### src/rtl/saturn_bus_pkg.sv
// Shared definitions for the Saturn nibble-bus sequencer: state encoding,
// program-entry layout and the bus command codes.
package saturn_bus_pkg;

  localparam int ENTRY_W = 5;
  localparam int CMD_BIT = 4;
  localparam int IDLE_ADDR = 31;

  typedef enum logic [1:0] {
    S_IDLE  = 2'd0,
    S_RUN   = 2'd1,
    S_READ  = 2'd2,
    S_ERROR = 2'd3
  } bus_state_e;

  localparam logic [3:0] BUSCMD_PC_READ     = 4'h0;
  localparam logic [3:0] BUSCMD_DP_READ     = 4'h1;
  localparam logic [3:0] BUSCMD_PC_WRITE    = 4'h2;
  localparam logic [3:0] BUSCMD_DP_WRITE    = 4'h3;
  localparam logic [3:0] BUSCMD_LOAD_PC     = 4'h4;
  localparam logic [3:0] BUSCMD_LOAD_DP     = 4'h5;
  localparam logic [3:0] BUSCMD_CONFIGURE   = 4'h6;
  localparam logic [3:0] BUSCMD_UNCONFIGURE = 4'h7;
  localparam logic [3:0] BUSCMD_POLL        = 4'h8;
  localparam logic [3:0] BUSCMD_BUS_RESET   = 4'hA;
  localparam logic [3:0] BUSCMD_SHUTDOWN    = 4'hB;
  localparam logic [3:0] BUSCMD_RESET       = 4'hF;

endpackage

### src/rtl/saturn_bus_prog_ram.sv
// Bus program buffer: synchronous write, asynchronous read, no reset
// (contents are only meaningful below the captured length).
module saturn_bus_prog_ram
  import saturn_bus_pkg::*;
#(
  parameter int ADDR_W = 5,
  parameter int DEPTH  = 31
) (
  input  logic               i_clk,
  input  logic               i_we,
  input  logic [ADDR_W-1:0]  i_waddr,
  input  logic [ENTRY_W-1:0] i_wdata,
  input  logic [ADDR_W-1:0]  i_raddr,
  output logic [ENTRY_W-1:0] o_rdata
);

  logic [ENTRY_W-1:0] mem_q [DEPTH];

  always_ff @(posedge i_clk) begin
    if (i_we) mem_q[i_waddr] <= i_wdata;
  end

  assign o_rdata = mem_q[i_raddr];

endmodule

### src/rtl/saturn_bus_sequencer.sv
// Plays a captured bus program onto the Saturn nibble bus, one word per issue
// phase, then optionally streams read nibbles back to the control unit.
module saturn_bus_sequencer
  import saturn_bus_pkg::*;
#(
  parameter int ADDR_W      = 5,
  parameter int IDLE_ADDR   = 31,
  parameter int ISSUE_PHASE = 1
) (
  input  logic              i_clk,
  input  logic              i_reset,
  input  logic [3:0]        i_phases,
  input  logic              i_debug_cycle,
  input  logic [ADDR_W-1:0] i_program_address,
  input  logic [4:0]        i_program_data,
  input  logic              i_go,
  input  logic              i_no_read,
  output logic              o_bus_busy,
  output logic [3:0]        o_bus_data,
  output logic              o_bus_cmd,
  output logic              o_bus_strobe,
  input  logic [3:0]        i_bus_nibble,
  output logic [3:0]        o_nibble,
  output logic              o_nibble_valid,
  output logic              o_error,
  output logic [1:0]        o_dbg_state
);

  // o_bus_strobe and o_nibble_valid are single-cycle valid pulses qualifying
  // their data outputs; there is no ready, the consumer must take them.
  bus_state_e         state_q, state_d;
  logic [ADDR_W-1:0]  len_q, len_d, ptr_q, ptr_d;
  logic [3:0]         data_q, data_d, nib_q, nib_d;
  logic               cmd_q, cmd_d, stb_q, stb_d, nv_q, nv_d;
  logic [ENTRY_W-1:0] entry;
  logic [ADDR_W-1:0]  addr_plus1, cap_len;
  logic               cap_req, capture, qual;

  assign cap_req    = i_program_address != ADDR_W'(IDLE_ADDR);
  assign capture    = cap_req && (state_q == S_IDLE || state_q == S_READ);
  assign qual       = i_phases[ISSUE_PHASE] && !i_debug_cycle;
  assign addr_plus1 = i_program_address + ADDR_W'(1);
  // Length as seen by a same-cycle go: the capture lands first.
  assign cap_len    = (capture && addr_plus1 > len_q) ? addr_plus1 : len_q;

  saturn_bus_prog_ram #(
    .ADDR_W (ADDR_W),
    .DEPTH  (IDLE_ADDR)
  ) u_ram (
    .i_clk   (i_clk),
    .i_we    (capture),
    .i_waddr (i_program_address),
    .i_wdata (i_program_data),
    .i_raddr (ptr_q),
    .o_rdata (entry)
  );

  always_comb begin
    state_d = state_q;
    len_d   = cap_len;
    ptr_d   = ptr_q;
    data_d  = data_q;
    cmd_d   = cmd_q;
    stb_d   = 1'b0;
    nib_d   = nib_q;
    nv_d    = 1'b0;
    case (state_q)
      S_IDLE, S_READ: begin
        if (!i_debug_cycle) begin
          if (i_go) begin
            if (cap_len != '0) begin
              state_d = S_RUN;
              ptr_d   = '0;
            end else begin
              state_d = S_ERROR;
            end
          end else if (state_q == S_READ) begin
            if (capture || i_no_read) begin
              state_d = S_IDLE;
            end else if (qual) begin
              nib_d = i_bus_nibble;
              nv_d  = 1'b1;
            end
          end
        end
      end
      S_RUN: begin
        if (!i_debug_cycle) begin
          if (cap_req || i_go) begin
            state_d = S_ERROR;
          end else if (qual) begin
            data_d = entry[3:0];
            cmd_d  = entry[CMD_BIT];
            stb_d  = 1'b1;
            ptr_d  = ptr_q + ADDR_W'(1);
            if (ptr_q == len_q - ADDR_W'(1)) begin
              len_d   = '0;
              state_d = i_no_read ? S_IDLE : S_READ;
            end
          end
        end
      end
      default: ;
    endcase
  end

  always_ff @(posedge i_clk) begin
    if (!i_reset) begin
      state_q <= S_IDLE;
      len_q   <= '0;
      ptr_q   <= '0;
      data_q  <= '0;
      cmd_q   <= 1'b0;
      stb_q   <= 1'b0;
      nib_q   <= '0;
      nv_q    <= 1'b0;
    end else begin
      state_q <= state_d;
      len_q   <= len_d;
      ptr_q   <= ptr_d;
      data_q  <= data_d;
      cmd_q   <= cmd_d;
      stb_q   <= stb_d;
      nib_q   <= nib_d;
      nv_q    <= nv_d;
    end
  end

  assign o_bus_busy     = state_q == S_RUN;
  assign o_error        = state_q == S_ERROR;
  assign o_bus_data     = data_q;
  assign o_bus_cmd      = cmd_q;
  assign o_bus_strobe   = stb_q;
  assign o_nibble       = nib_q;
  assign o_nibble_valid = nv_q;
  assign o_dbg_state    = state_q;

endmodule
### config.mk
export PLATFORM = sky130hd
export DESIGN_NAME = saturn_bus_sequencer
export DESIGN_NICKNAME = d
export VERILOG_FILES = /design/src/rtl/saturn_bus_pkg.sv /design/src/rtl/saturn_bus_prog_ram.sv /design/src/rtl/saturn_bus_sequencer.sv
export SDC_FILE = /design/constraint.sdc
export NUM_CORES = 1
export LEC_CHECK = 0
export CELL_PAD_IN_SITES_DETAIL_PLACEMENT = 0
export CELL_PAD_IN_SITES_GLOBAL_PLACEMENT = 1
export CORE_MARGIN = 8
export CORE_UTILIZATION = 48
export DETAILED_ROUTE_END_ITERATION = 8
export DONT_BUFFER_PORTS = 1
export MAX_ROUTING_LAYER = met4
export PLACE_DENSITY_LB_ADDON = 0.1
export SETUP_SLACK_MARGIN = 0.4
export SYNTH_ARGS = -nofsm -noshare
export SYNTH_HDL_FRONTEND = slang
export SYNTH_HIERARCHICAL = 1
export SYNTH_SLANG_ARGS = --single-unit
export TNS_END_PERCENT = 10
### constraint.sdc
create_clock -name i_clk -period 2.35 [get_ports i_clk]
set_clock_uncertainty 0.1 [all_clocks]
set_input_delay 0.3525 -clock i_clk [delete_from_list [all_inputs] [get_ports i_clk]]
set_output_delay 0.3525 -clock i_clk [all_outputs]
set_load 0.05 [all_outputs]
==> results.ini <==
[clock_tree]
clock_sinks=178
cts_max_level=4
cts-root-buf=clkbuf_16
path_clk_slew_ns=0.06
cts_buffers=17
cts_tree=yes
cts.path.max_buffers=2
clk-insertion-delay-late_ns=0.43

[final_layout]
drive_gt1_frac=0.2600
fin_area_mm2=0.009180
final_common_cell=edfxtp_1
final_cell_mix=edfxtp_1 (155), buf_4 (51), nor2_1 (43), mux2i_1 (33), nand2_1 (32)
areaGrowthSynthToFinish_pct=20.75
diodes=0
fin_nets=592

[critical_path]
crit_arrival_ns=2.32
path_class=flip-flop to flip-flop
end_kind=flip-flop
worstPathMaxFanout=6
worstPathRequired_ns=2.55
slowest_stage=mux4_2
critPathMaxStageDelay_ns=0.54
cp_cell_sequence=buf_8, mux4_2, mux2_4, o221ai_2, nand3_2, nand2_1, a21oi_1
worstSetupStartpointType=flip-flop

[timing]
period_minus_slack_ns=2.121
holdWs_ns=0.02265
maxSlewHeadroom=0.2689
fin_crit_sh=0.9027
rsz0062_at_grt=true
setup_viol=0
fin_setup_tns_ns=0
tightest_slew_ns=1.093
finalHoldViolations=0
maxSlewViolCount=0
setup_slack_ns=0.2286
timing.fmax_mhz=471.4

[routing]
drt_first_pass_iters=5
num_vias=4436
drt_iter0_markers=333
routed_wl_um=16880
wl_per_cell_um=21.39
routed_via_density=5.622
ant_nets=0
drc_errors=0

[die]
io_pins=38
rows=46
die-width_um=141.9
start_util=0.4856
coreArea_mm2=0.01566
fp.dieArea_mm2=0.02012
die_h_um=141.9

[logic_synthesis]
synth-seq-cells=178
syn_area_mm2=0.007602
synth_edf_count=155
async_reset_ff_frac=0
synth_warnings=6
synth_cells=497
synth_ff_type=edfxtp_1
syn_area_per_cell_um2=15.30
syn-num-nets=529
synthDistinctLibCells=52
seq_area_frac_synth=0.6728

[grt]
grt_pass1_wl_um=25580
grt.total_usage=0.1793
gr-total-overflow=0
grt_max_degree=32
grt_pass1_vias=4370
antenna_found_initial=0

[place]
dpl.hpwl_um=11240
post-place-ws_ns=-0.01193
place_area_mm2=0.008275
gp_congestion=0.7806
io_buffers=0

[power_and_ir_drop]
peakVddDrop_uv=458.1
leakagePower_nw=3.058
power.total_mw=6.829
seq_power_share=0.514
pwr-share-clk=0.420
pwr-share-comb=0.066
p_switching_mw=1.495
power.internal_mw=5.334
power_density_mw_per_mm2=743.9
p_sw_frac=0.2189

[worst_hold_path]
hp-class=input pin to flip-flop

[flow_run]
drv_cap=0

[outcome]
status=finished clean

metal layers:
| layer | routed length [µm] | GRT usage |
|---|---|---|
| met5 | 0 | - |
| met4 | 327 | 0.07179 |
| met3 | 961 | 0.04200 |
| met2 | 7998 | 0.2648 |
| met1 | 7593 | 0.2362 |
power groups by stage:
stage | Clock [mW] | Sequential (mW) | Combinational (mW)
CTS | 2.91 | 3.51 | 0.448
floorplan | 0 | 3.59 | 0.277
finish | 2.87 | 3.51 | 0.450
global route | 3.04 | 3.51 | 0.493
detailed placement | 0 | 3.58 | 0.375
global placement | 0 | 3.58 | 0.372
worst max-delay path, delay by kind of cell, from the launching register on:
| family | cells | cell delay [ns] |
|---|---|---|
| muxes | 2 | 0.85 |
| DFF | 1 | 0.42 |
| AOI/OAI and AO/OA | 2 | 0.28 |
| and+or+nand+nor | 2 | 0.18 |
| buffers and inverters | 1 | 0.15 |
cell type report:
class                      count  area, µm²
fill                        1248       6475
multi-input combinational    287       2551
inverter                      10      37.54
clock buffer                  17      425.4
clock inverter                15      178.9
timing repair buffer          66      594.3
tap                          216      270.3
sequential                   178       5122
path summary, 6_finish.rpt:
| kind | start | endpoint | slack [ns] | cells after the start |
|---|---|---|---|---|
| max | ptr_q[0] | o_bus_data[2] | 0.23 | 7 |
| min | i_reset | o_dbg_state[1] | 0.02 | 2 |
| max reg2reg | ptr_q[0] | o_bus_data[2] | 0.23 | 7 |
| min reg2reg | len_q[4] | len_q[4] | 0.39 | 2 |
kinds of logic (layout without fill, tap and decap cells):
kind of cell	after synthesis	in the layout	share of synthesized area
flops	178	178	0.6728
simple gates	146	146	0.09398
mux	66	66	0.1338
fa+ha+maj	9	9	0.01481
buf+inv	32	108	0.02090
xor+xnor	8	8	0.009217
compound gates	58	58	0.05448
cell usage after synthesis (7+ instances only):
master | instances | area share
nand2_1 | 32 | 0.016
mux4_2 | 12 | 0.036
nor2_1 | 52 | 0.026
nand3_1 | 17 | 0.011
edfxtp_1 | 155 | 0.61
nor2b_1 | 8 | 0.0066
a21oi_1 | 12 | 0.0079
o21ai_0 | 11 | 0.0072
dfxtp_1 | 23 | 0.061
inv_1 | 10 | 0.0049
clkbuf_1 | 12 | 0.0059
mux2i_1 | 33 | 0.043
ha_1 | 9 | 0.015
mux2_2 | 9 | 0.013
nand3b_1 | 7 | 0.0069
o221ai_1 | 8 | 0.0092
mux4_1 | 12 | 0.041
metrics by stage:
step / std cells / utilization
finish: 789 / 0.5864
global route: 789 / 0.5864
CTS: 788 / 0.5848
detailed placement: 742 / 0.5286
global placement: 742 / 0.5286
floorplan: 497 / -
state kept, by name (all words and copies together) (netlist names):
name	flops
ptr_q	5
o_bus_strobe	1
o_nibble_valid	1
o_bus_data	4
u_ram/mem_q	155
o_dbg_state	2
o_nibble	4
o_bus_cmd	1
len_q	5
what timing repair did:
item,4_1_cts,5_1_grt
buffers inserted,3,1
endpoints found under the hold margin,162,0
gates resized for setup,21,6
pin swaps,5,4
cloned,0,0
endpoints found under the setup margin,18,17
hold buffers,11,0
Power figures use the tool's default switching activity.
